## src/rtl/counter_ctrl_pkg.sv

```systemverilog
// counter_ctrl_pkg: shared widths, FSM state encoding and count range limit for counter_control.
package counter_ctrl_pkg;
    localparam int CNT_W  = 16;
    localparam int ROLL_W = 4;
    localparam int ST_W   = 3;
    localparam int BUZZ_W = 4;
    localparam logic [CNT_W-1:0] COUNT_MAX = 16'd9999;
    localparam logic [ST_W-1:0] ST_IDLE  = 3'd0;
    localparam logic [ST_W-1:0] ST_RUN   = 3'd1;
    localparam logic [ST_W-1:0] ST_PAUSE = 3'd2;
    localparam logic [ST_W-1:0] ST_LOAD  = 3'd3;
    localparam logic [ST_W-1:0] ST_ALARM = 3'd4;
endpackage

```

## src/rtl/counter_control_rise_detect.sv

```systemverilog
// rise_detect: registered 1-bit rising-edge detector; rise is high when d is 1 and was 0 last sample.
module rise_detect (
    input  logic clk_1Hz,
    input  logic result_reset,
    input  logic d,
    output logic rise
);
    logic prev_q, prev_d;

    always_comb begin
        prev_d = d;
        rise   = d & ~prev_q;
    end

    always_ff @(posedge clk_1Hz or posedge result_reset)
        if (result_reset) prev_q <= 1'b0;
        else              prev_q <= prev_d;
endmodule

```

## src/rtl/counter_control.sv

```systemverilog
// counter_control: button-driven run/pause/load/alarm controller for an external BCD counter.
// Define COUNTER_CTRL_AUTOSTOP_EN to make ALARM exit to PAUSE once MAX_ROLLOVERS is reached.
module counter_control
    import counter_ctrl_pkg::*;
#(
    parameter int BUZZ_CYCLES   = 3,
    parameter int MAX_ROLLOVERS = 4
) (
    input  logic              clk_1Hz,
    input  logic              result_reset,
    input  logic              btn_start,
    input  logic              btn_stop,
    input  logic              btn_load,
    input  logic              btn_mode,
    input  logic [CNT_W-1:0]  count_in,
    input  logic              buzzer_in,
    output logic              state,
    output logic              updown,
    output logic              result_load,
    output logic              buzzer_out,
    output logic [ROLL_W-1:0] rollover_cnt,
    output logic              count_err,
    output logic [ST_W-1:0]   fsm_state
);
    localparam logic [BUZZ_W-1:0] BUZZ_LOAD = BUZZ_W'(BUZZ_CYCLES - 1);

    logic start_r, stop_r, load_r, mode_r, buz_rise, auto_stop;
    logic [ST_W-1:0]   fsm_q, fsm_d;
    logic [BUZZ_W-1:0] buzz_q, buzz_d;
    logic [ROLL_W-1:0] roll_q, roll_d;
    logic updown_q, updown_d, from_run_q, from_run_d, err_q, err_d, buz_prev_q, buz_prev_d;

    rise_detect u_start (.clk_1Hz(clk_1Hz), .result_reset(result_reset), .d(btn_start), .rise(start_r));
    rise_detect u_stop  (.clk_1Hz(clk_1Hz), .result_reset(result_reset), .d(btn_stop),  .rise(stop_r));
    rise_detect u_load  (.clk_1Hz(clk_1Hz), .result_reset(result_reset), .d(btn_load),  .rise(load_r));
    rise_detect u_mode  (.clk_1Hz(clk_1Hz), .result_reset(result_reset), .d(btn_mode),  .rise(mode_r));

`ifdef COUNTER_CTRL_AUTOSTOP_EN
    assign auto_stop = roll_q >= ROLL_W'(MAX_ROLLOVERS);
`else
    assign auto_stop = (roll_q >= ROLL_W'(MAX_ROLLOVERS)) & 1'b0;
`endif

    // The if/else chains below encode stop > load > start > mode.
    always_comb begin
        buz_prev_d = buzzer_in;
        buz_rise   = buzzer_in & ~buz_prev_q;
        fsm_d      = fsm_q;
        updown_d   = updown_q;
        from_run_d = from_run_q;
        buzz_d     = buzz_q;
        err_d      = err_q | (count_in > COUNT_MAX);
        roll_d     = ((fsm_q == ST_RUN || fsm_q == ST_ALARM) && buz_rise && roll_q != 4'd15) ? roll_q + 4'd1 : roll_q;
        case (fsm_q)
            ST_IDLE, ST_PAUSE: begin
                if (stop_r)       fsm_d = fsm_q;
                else if (load_r)  begin fsm_d = ST_LOAD; from_run_d = 1'b0; end
                else if (start_r) fsm_d = ST_RUN;
                else if (mode_r)  updown_d = ~updown_q;
            end
            ST_RUN: begin
                if (stop_r)        fsm_d = ST_PAUSE;
                else if (load_r)   begin fsm_d = ST_LOAD; from_run_d = 1'b1; end
                else if (buz_rise) begin fsm_d = ST_ALARM; buzz_d = BUZZ_LOAD; end
            end
            ST_LOAD: fsm_d = from_run_q ? ST_RUN : ST_PAUSE;
            ST_ALARM: begin
                if (stop_r)            fsm_d = ST_PAUSE;
                else if (buz_rise)     buzz_d = BUZZ_LOAD;
                else if (buzz_q == '0) fsm_d = auto_stop ? ST_PAUSE : ST_RUN;
                else                   buzz_d = buzz_q - 4'd1;
            end
            default: fsm_d = ST_IDLE;
        endcase
    end

    always_ff @(posedge clk_1Hz or posedge result_reset)
        if (result_reset) begin
            fsm_q      <= ST_IDLE;
            updown_q   <= 1'b1;
            from_run_q <= 1'b0;
            buzz_q     <= '0;
            roll_q     <= '0;
            err_q      <= 1'b0;
            buz_prev_q <= 1'b0;
        end else begin
            fsm_q      <= fsm_d;
            updown_q   <= updown_d;
            from_run_q <= from_run_d;
            buzz_q     <= buzz_d;
            roll_q     <= roll_d;
            err_q      <= err_d;
            buz_prev_q <= buz_prev_d;
        end

    assign state        = (fsm_q == ST_IDLE) || (fsm_q == ST_PAUSE);
    assign updown       = updown_q;
    assign result_load  = fsm_q == ST_LOAD;
    assign buzzer_out   = fsm_q == ST_ALARM;
    assign rollover_cnt = roll_q;
    assign count_err    = err_q;
    assign fsm_state    = fsm_q;
endmodule
```

## config.mk

```make
export PLATFORM = sky130hd
export DESIGN_NAME = counter_control
export DESIGN_NICKNAME = d
export VERILOG_FILES = /design/src/rtl/counter_ctrl_pkg.sv /design/src/rtl/counter_control_rise_detect.sv /design/src/rtl/counter_control.sv
export SDC_FILE = /design/constraint.sdc
export NUM_CORES = 1
export LEC_CHECK = 0
export ABC_AREA = 0
export CAP_MARGIN = 20
export CORE_MARGIN = 8
export CORE_UTILIZATION = 46
export CTS_BUF_LIST = sky130_fd_sc_hd__clkbuf_8
export CTS_CLUSTER_DIAMETER = 80
export DETAILED_ROUTE_END_ITERATION = 8
export PLACE_DENSITY = 0.89
export SYNTH_ARGS = -nofsm -noshare
export SYNTH_HDL_FRONTEND = slang
export SYNTH_SLANG_ARGS = --single-unit
```

## constraint.sdc

```tcl
create_clock -name clk_1Hz -period 2.26 [get_ports clk_1Hz]
set_input_delay 0.452 -clock clk_1Hz [delete_from_list [all_inputs] [get_ports clk_1Hz]]
set_output_delay 0.452 -clock clk_1Hz [all_outputs]
set_load 0.1 [all_outputs]
```

==> flow_metrics.tcl <==
set metrics [dict create \
    status "finished clean" \
    setup_slack_ps 259 \
    reg2reg_slack_ps 440 \
    drtPass1Iterations 4 \
    root_buffer "clkbuf_8" \
    crit_start "fsm_state[0]" \
    fmax_ghz 0.500 \
    overflow 0 \
    ys_async_sr_fraction_pct 100 \
    clkSlewWorstSetupHoldPaths_ps 70 \
    ys_ff_latch 19 \
    finalWirelength_um 2490 \
    hp-class "in2async" \
    cp-end-kind "primary output" \
    worstPathMaxFanout 12 \
    leakagePower_nw 0.608 \
    syn_area_sq_mm 0.00103 \
    hpwl_um 1980 \
    grt_pass1_vias 942 \
    port_buffers 30 \
    cp.required_ps 1810 \
    route.detailed.drc 0 \
    die-width_um 63.4 \
    worstMarginPinSlew_ps 476 \
    ant_nets 0 \
    cp_cell_sequence "or3b_4 > clkinv_4 > buf_12" \
    fin_crit_sh_pct 88.5 \
    r2r_start "buzz_q[0]" \
    cts_buffers 3 \
    ir_drop_uv 1110 \
    die_h_um 63.4 \
    ys.flop_type "dfrtp_1" \
    final-max-slew-violation-count 0 \
    rows 17 \
    gp_congestion 0.815 \
    cp.buffers_inverters 2 \
    ys_warn_count 0 \
    finalNetCount 158 \
    p_clk_share_pct 11.4 \
    postCtsHoldBufs 0 \
    relSlewSlack_pct 68.2 \
    crit_family "flip-flops" \
    grt_max_degree 13 \
    power_density_mw_per_mm2 1410 \
    grt_usage_pct 13.2 \
    diodes 0 \
    synth_edf_count 0 \
    clk_latency_ps 260 \
    ys_seq_area_share_pct 46.1 \
    hold_violations 0 \
    hold_slack_ps 491 \
    mostFrequentLayoutCells "clkdlybuf4s50_1, dfrtp_1, buf_4" \
    power_frac_seq_pct 28.6 \
    yosys.cell_types.count 41 \
    worst_r2r_path_depth 6 \
    cts_tree "built" \
    drtIter0Drc 34 \
    maxCapViolCount 0 \
    initial_core_util_pct 47.6 \
    core_sq_mm 0.00217 \
    internal_power_mw 0.951 \
    startpoint_type "register" \
    num_vias 914 \
    critical-path-max-stage-delay_ps 530 \
    finalSetupViolCount 0 \
    cts_setup_buffers 0 \
    syn-mean-instance-area_sq_um 10.4 \
    crit_type "reg2out" \
    rsz0062_at_grt "false" \
    cts.sinks 19 \
    synthToLayoutAreaGrowth_pct 39.6 \
    power_switching_mw 1.09 \
    swShare_pct 53.4 \
    postSynthNetCount 125 \
    syn_inst 99 \
    crit_arrival_ps 1550 \
    wire_per_inst_um 15.7 \
    drive_gt1_share_pct 22.1 \
    fin_skew_ps 3.22 \
    grt_pass1_wl_um 4310 \
    rr_endpoint "fsm_state[1]" \
    antenna_found_initial 0 \
    clockBufferDepth 2 \
    mostFrequentLayoutCell "clkdlybuf4s50_1" \
    cts_resized 0 \
    io_pins 35 \
    slowest_stage "dfrtp_1" \
    p_comb_share_pct 60.0 \
    fin_area_sq_mm 0.00144 \
    finalCriticalPeriod_ps 2000 \
    viasPerCell 5.75 \
    dieArea_sq_mm 0.00402 \
    cts_max_level 1 \
    dpl-instance-area_sq_mm 0.00140 \
    dp_slack_ps 117 \
]
[synth_stat cells, drive strengths merged, types with 3 or more instances]
master	number	share of area, %
nand2	4	1.5
inv	5	1.8
buf	5	3.3
o21ai	5	2.4
ha	3	3.6
nor4	3	1.8
dfrtp	18	44
nor2b	3	1.8
nor2	3	1.1
nor3	6	2.9
nand3	7	3.4
xor2	3	2.5
[worst max-delay path by stage]
stage	slack (ps)	end	cells past startpoint
after floorplan	-210	result_load	2
after global placement	180	fsm_state[1]	5
after detailed placement	120	fsm_state[1]	5
after CTS	250	buzzer_out	3
after global routing	180	fsm_state[1]	5
final	260	buzzer_out	3
[power by group through the flow]
stage               logic [mW]  registers [mW]  clock network, mW
finish                    1.22           0.583              0.233
global route              1.29           0.604              0.248
detailed placement        1.22           0.587                  0
global placement          1.20           0.574                  0
CTS                       1.22           0.581              0.241
floorplan                0.535           0.972                  0
[cell type report]
class / instances / area, sq um
clock buffers: 3 / 41.3
clock inverters: 1 / 3.75
fillers: 167 / 727
inverters: 6 / 27.5
multi-input cells: 69 / 514
flip-flops and latches: 19 / 478
well taps: 28 / 35.0
repair buffers: 33 / 343
[kinds of logic (layout without fill, tap and decap cells)]
family	count (synthesis)	in the layout	synth area share [%]
and+or+nand+nor	40	40	23.6
AOI/OAI and AO/OA	19	19	14.4
DFF	19	19	46.1
buffers and inverters	11	43	5.93
xor gates and xnor gates	5	5	4.24
adders and majority gates	3	3	3.63
muxes	2	2	2.06
[metrics by stage]
stage	total power, mW	cells	TNS [ps]	utilization [%]
finish	2.04	159	0	66.5
global route	2.14	159	0	66.5
CTS	2.05	159	0	66.5
detailed placement	1.81	155	0	64.4
global placement	1.77	155	0	64.4
floorplan	1.51	99	-208	-
[per-layer routing]
layer	track usage [%]	routed length, um	part of all wire (%)	vias to the layer above
met4	8.08	64	2.6	0
li1	-	-	-	429
met2	19.6	1110	44	56
met5	0	0	0	-
met3	4.95	276	11	7
met1	15.7	1050	42	422
Power figures use the tool's default switching activity.
